**src/rtl/jpeg_block_pkg.sv**
```systemverilog
// Shared constants, state encodings and the zigzag-to-raster table for the RLE block assembler.
package jpeg_block_pkg;
   localparam int BLOCK_SIZE = 64;
   localparam int RUN_W      = 4;
   localparam int ZRL_RUN    = 15;
   localparam int POS_W      = 7;

   typedef logic [1:0] state_t;
   localparam state_t ST_DC   = 2'd0;
   localparam state_t ST_AC   = 2'd1;
   localparam state_t ST_HOLD = 2'd2;

   // Entry t gives the row-major raster index of zigzag scan position t.
   localparam logic [5:0] ZIGZAG_TO_RASTER [BLOCK_SIZE] = '{
      6'd0,  6'd1,  6'd8,  6'd16, 6'd9,  6'd2,  6'd3,  6'd10,
      6'd17, 6'd24, 6'd32, 6'd25, 6'd18, 6'd11, 6'd4,  6'd5,
      6'd12, 6'd19, 6'd26, 6'd33, 6'd40, 6'd48, 6'd41, 6'd34,
      6'd27, 6'd20, 6'd13, 6'd6,  6'd7,  6'd14, 6'd21, 6'd28,
      6'd35, 6'd42, 6'd49, 6'd56, 6'd57, 6'd50, 6'd43, 6'd36,
      6'd29, 6'd22, 6'd15, 6'd23, 6'd30, 6'd37, 6'd44, 6'd51,
      6'd58, 6'd59, 6'd52, 6'd45, 6'd38, 6'd31, 6'd39, 6'd46,
      6'd53, 6'd60, 6'd61, 6'd54, 6'd47, 6'd55, 6'd62, 6'd63
   };
endpackage

```
**src/rtl/zigzag_rom.sv**
```systemverilog
// Combinational zigzag-to-raster index lookup; only built when ZIGZAG_REORDER_EN is defined.
`ifdef ZIGZAG_REORDER_EN
module zigzag_rom
   import jpeg_block_pkg::*;
(
   input  logic [5:0] zz_idx,
   output logic [5:0] raster_idx
);
   assign raster_idx = ZIGZAG_TO_RASTER[zz_idx];
endmodule
`endif

```
**src/rtl/rle_block_assembler.sv**
```systemverilog
// Expands (run, coefficient) symbols into 64-entry blocks with per-component DC prediction.
// ZIGZAG_REORDER_EN defined: blocks leave in raster order; otherwise in zigzag scan order.
module rle_block_assembler
   import jpeg_block_pkg::*;
#(
   parameter int COEF_W   = 12,
   parameter int NUM_COMP = 3,
   parameter int COMP_W   = 2
) (
   input  logic                         clk,
   input  logic                         rst,
   input  logic                         restart,
   input  logic                         in_valid,
   output logic                         in_ready,
   input  logic [RUN_W-1:0]             in_run,
   input  logic [COEF_W-1:0]            in_coef,
   input  logic                         in_eob,
   input  logic [COMP_W-1:0]            in_comp,
   output logic                         blk_valid,
   input  logic                         blk_ready,
   output logic [BLOCK_SIZE*COEF_W-1:0] blk_data,
   output logic [COMP_W-1:0]            blk_comp,
   output logic                         blk_err
);
   state_t             state_reg;
   logic [POS_W-1:0]   pos_reg;
   logic [COEF_W-1:0]  buf_reg  [BLOCK_SIZE];
   logic [COEF_W-1:0]  pred_reg [NUM_COMP];
   logic [COMP_W-1:0]  comp_reg;
   logic               err_reg;

   logic               accept;
   logic [COMP_W-1:0]  comp_idx;
   logic [COEF_W-1:0]  pred_sel;
   logic [COEF_W-1:0]  dc_val;
   logic [POS_W-1:0]   t_full;
   logic [5:0]         wr_addr;

   assign in_ready  = (state_reg != ST_HOLD);
   assign blk_valid = (state_reg == ST_HOLD);
   assign blk_comp  = comp_reg;
   assign blk_err   = err_reg;
   assign accept    = in_valid && in_ready;

   // Out-of-range component indices fall back to component 0.
   assign comp_idx = (int'(in_comp) < NUM_COMP) ? in_comp : '0;
   // A restart on the DC beat clears the predictor before it is used.
   assign pred_sel = restart ? '0 : pred_reg[comp_idx];
   assign dc_val   = pred_sel + in_coef;
   assign t_full   = pos_reg + POS_W'(in_run);

`ifdef ZIGZAG_REORDER_EN
   zigzag_rom u_zigzag_rom (
      .zz_idx     (t_full[5:0]),
      .raster_idx (wr_addr)
   );
`else
   assign wr_addr = t_full[5:0];
`endif

   generate
      for (genvar gi = 0; gi < BLOCK_SIZE; gi++) begin : g_out
         assign blk_data[gi*COEF_W +: COEF_W] = buf_reg[gi];
      end
   endgenerate

   always_ff @(posedge clk) begin
      if (!rst) begin
         state_reg <= ST_DC;
         pos_reg   <= '0;
         comp_reg  <= '0;
         err_reg   <= 1'b0;
         for (int k = 0; k < BLOCK_SIZE; k++) buf_reg[k] <= '0;
         for (int k = 0; k < NUM_COMP; k++) pred_reg[k] <= '0;
      end else begin
         if (restart) begin
            for (int k = 0; k < NUM_COMP; k++) pred_reg[k] <= '0;
         end
         case (state_reg)
            ST_DC: begin
               if (accept) begin
                  for (int k = 1; k < BLOCK_SIZE; k++) buf_reg[k] <= '0;
                  comp_reg <= comp_idx;
                  err_reg  <= 1'b0;
                  if (in_eob) begin
                     buf_reg[0] <= pred_sel;
                     state_reg  <= ST_HOLD;
                  end else begin
                     buf_reg[0]         <= dc_val;
                     pred_reg[comp_idx] <= dc_val;
                     pos_reg            <= POS_W'(1);
                     state_reg          <= ST_AC;
                  end
               end
            end
            ST_AC: begin
               if (accept) begin
                  if (in_eob) begin
                     state_reg <= ST_HOLD;
                  end else if (t_full > POS_W'(BLOCK_SIZE - 1)) begin
                     err_reg   <= 1'b1;
                     state_reg <= ST_HOLD;
                  end else begin
                     buf_reg[wr_addr] <= in_coef;
                     pos_reg          <= t_full + POS_W'(1);
                     if (t_full == POS_W'(BLOCK_SIZE - 1)) state_reg <= ST_HOLD;
                  end
               end
            end
            ST_HOLD: begin
               if (blk_ready) begin
                  err_reg   <= 1'b0;
                  pos_reg   <= '0;
                  state_reg <= ST_DC;
               end
            end
            default: state_reg <= ST_DC;
         endcase
      end
   end
endmodule
```
**config.mk**
```make
export PLATFORM = sky130hd
export DESIGN_NAME = rle_block_assembler
export DESIGN_NICKNAME = d
export VERILOG_FILES = /design/src/rtl/jpeg_block_pkg.sv /design/src/rtl/zigzag_rom.sv /design/src/rtl/rle_block_assembler.sv
export SDC_FILE = /design/constraint.sdc
export NUM_CORES = 1
export LEC_CHECK = 0
export BUFFER_PORTS_ARGS = -buffer_cell sky130_fd_sc_hd__buf_2
export CORE_AREA = 2 2 307 309
export DETAILED_ROUTE_END_ITERATION = 7
export DIE_AREA = 0 0 309 311
export HOLD_SLACK_MARGIN = 0.06
export PLACE_DENSITY = 0.55
export SLEW_MARGIN = 20
export SYNTH_ARGS = -nofsm -noshare
export SYNTH_HDL_FRONTEND = slang
export SYNTH_SLANG_ARGS = --single-unit
```
**constraint.sdc**
```tcl
create_clock -name clk -period 4.3 [get_ports clk]
set_input_delay 0.43 -clock clk [delete_from_list [all_inputs] [get_ports clk]]
set_output_delay 0.43 -clock clk [all_outputs]
set_load 0.02 [all_outputs]
```
==> impl_metrics.tcl <==
set metrics [dict create \
    run_status "finished clean" \
    yosys-top-cells-area "edfxtp_1, nor2_1, and2_1" \
    synth.top_cells.by_count "edfxtp_1, nor2_1, nand2_1, and2_1, clkbuf_1" \
    synth-main-ff-cell "edfxtp_1" \
    synth-seq-cells 828 \
    multi_input_comb_area_mm2 0.00679 \
    placement.io_buffers 796 \
    post_synth_inst_count 2316 \
    cts_inserted_buffers 91 \
    regArea_mm2 0.0247 \
    tritonroute_pass_1_iters 5 \
    tritoncts "done" \
    synthesis.area_mm2 0.0323 \
    final_cells 4502 \
    worstSetupPathType "reg2reg" \
    final.min_clock_period_ps 3770 \
    initial_utilization_pct 34.8 \
    worst_path_max_delay_cell "fa_1" \
    maximum_clock_path_buffer_count 3 \
    post-place-ws_ps 345 \
    post-route-drc-count 0 \
    cts-hold-fix-buffers 0 \
    grt_start_max_net_pins 73 \
    vertical_die_dimension_um 311 \
    required_ps 4650 \
    crit_path_end_kind "register" \
    avgViaCountPerCell 4.95 \
    filler_cell_count 8675 \
    timing.clock.skew_ps 19.1 \
    grt_pass1_wl_mm 167 \
    critical_path.max_fanout 12 \
    htreeDepth 3 \
    portion_of_the_post_synthesis_area_used_by_sequential_elements_pct 76.7 \
    detail_route.wirelength.met1_mm 46.8 \
    grt_pass1_vias 21800 \
    cts_root_buf "clkbuf_16" \
    drt-total-wl_mm 120 \
    dr.max_layer_used "met5" \
    dpl_cell_area_mm2 0.0384 \
    worst-slew-pin-transition_ps 908 \
    row_count 112 \
    critical_path.max_stage_delay_ps 500 \
    synth_largest_area_cell "edfxtp_1" \
    synth.yosys.warnings 0 \
    yosysUniqueCellTypes 69 \
    period_share_pct 87.6 \
    cellPowerDensity_mw_per_mm2 604 \
    dp_hpwl_mm 84.4 \
    synth_enable_flop_cells 816 \
    cts_repair_resize_count 0 \
    final.setup.tns_ps 0 \
    clock-sinks 828 \
    postSynth.asyncResetShare_pct 0 \
    overall_die_area_mm2 0.0961 \
    synth.most_common_cell "edfxtp_1" \
    lkg_pwr_nw 17.0 \
    drt-wirelength-per-cell_um 26.6 \
    hold_viol_final 0 \
    drt_first_iter_violations 1935 \
    placer_s_final_routability_congestion_estimate 0.865 \
    crit_path_frequent_cell "buf_4" \
    crit_buf_inv 3 \
    pin_count 797 \
    finish.net_count 3226 \
    drv_slew 0 \
    postRouteAntennaNets 0 \
    floorplan.die.width_um 309 \
    largest_register_ff_count 768 \
    report.final.setup_viol 0 \
    floorplan.core_area_mm2 0.0928 \
    syn_to_final_growth_pct 27.3 \
    syn-num-nets 2365 \
    crit_arrival_ps 4120 \
    startpoint_class_of_the_critical_path "register" \
    synthesis.area_per_instance_um2 13.9 \
    netlist.area_leader.share_pct 76.0 \
    dr_wl_met2_mm 58.6 \
    worst_case_vdd_ir_drop_mv 0.396 \
    post_route_cells_drive_above_1_share_pct 34.5 \
    clk_pin_slew_worst_paths_ps 60 \
    met3_length_mm 10.2 \
    placed_cells_incl_taps 4338 \
    worstSkewPairLatency_ps 660 \
    worst_path_dominant_cell_family "simple AND/OR/NAND/NOR gates" \
    hp-class "in2reg" \
    num_vias 22300 \
    fmax_ghz 0.265 \
    track_usage_pct 24.5 \
    cap_violations 0 \
    path_cells "ha_1, inv_1, fa_1, nand2b_1, a211oi_2, mux2_2, and2_1, buf_4, nand3_2, o21ai_1, buf_4" \
    number_of_antenna_violations_at_the_first_check_in_global_routing 4 \
    globalRouteOverflowTotal 0 \
    timing.max_slew.rel_slack_pct 39.2 \
    finished_cell_area_mm2 0.0411 \
    number_of_setup_buffers_added_after_cts 0 \
    finalWorstSetupSlack_ps 532 \
    rsz0062_at_grt "false" \
]
area by class of cell:
class	count	area share (%)
tap	1254	3.82
sequential	828	60.3
clock inverter	44	0.713
clock buffer	118	5.85
antenna	2	0.0122
inverter	31	0.283
timing repair buffer	940	12.5
multi-input combinational	1285	16.5
path summary, 6_finish.rpt:
kind	slack, ps	to	from	cells past startpoint
setup reg to reg	530	buf_reg[41][3]$_SDFFCE_PN0P_	pos_reg[0]$_SDFFE_PN0P_	11
hold / removal	130	blk_err$_SDFFE_PN0P_	rst	2
hold reg to reg	480	blk_comp[1]$_SDFFE_PN0P_	blk_comp[1]$_SDFFE_PN0P_	1
setup / recovery	530	buf_reg[41][3]$_SDFFCE_PN0P_	pos_reg[0]$_SDFFE_PN0P_	11
layer usage:
metal / vias to the layer above / GRT usage, %
met5: - / 0
met4: 2 / 9.45
met3: 191 / 6.42
met2: 1035 / 40.9
met1: 11200 / 30.3
li1: 9878 / -
through the flow:
stage          hold slack, ps  utilization (%)  power (mW)
2_1_floorplan             440                -        14.7
3_3_place_gp              459             41.3        17.8
3_5_place_dp              463             41.3        17.8
4_1_cts                  67.2             44.3        25.0
5_1_grt                   119             44.3        25.6
6_report                  125             44.3        24.8
layout by cell type (no fill, tap or decap), types with 26 or more instances in the layout:
cell	instances
buf_2	796
and3_1	67
nor2_1	621
clkbuf_1	26
and2_1	127
edfxtp_1	816
clkbuf_16	92
o21ai_1	51
inv_1	31
buf_4	138
nand2_1	151
kinds of logic (layout without fill, tap and decap cells):
logic type / Yosys count / count (layout) / share of synthesized area (%)
flip-flops: 828 / 828 / 76.7
XOR/XNOR: 15 / 15 / 0.407
adder cells (fa/ha/maj): 25 / 25 / 1.02
buffers and inverters: 203 / 1133 / 2.64
AO/OA/AOI/OAI: 146 / 146 / 2.85
other: 0 / 2 / 0
multiplexers: 28 / 28 / 1.35
AND/OR/NAND/NOR: 1071 / 1071 / 15.0
worst register-to-register path, stage by stage, from the launching register on:
cell and delay [ps]:
dfxtp_1 330, ha_1 170, inv_1 60, fa_1 500, nand2b_1 230, a211oi_2 270, mux2_2 290, and2_1 430
buf_4 250, nand3_2 380, o21ai_1 260, buf_4 280
where the power goes:
group	total (mW)	switching (mW)	internal, mW
combinational	6.19	4.64	1.55
sequential	11.4	0.578	10.8
clock	7.21	3.21	4.00
total	24.8	8.43	16.4
No activity file was read; power rests on OpenSTA's default activity.
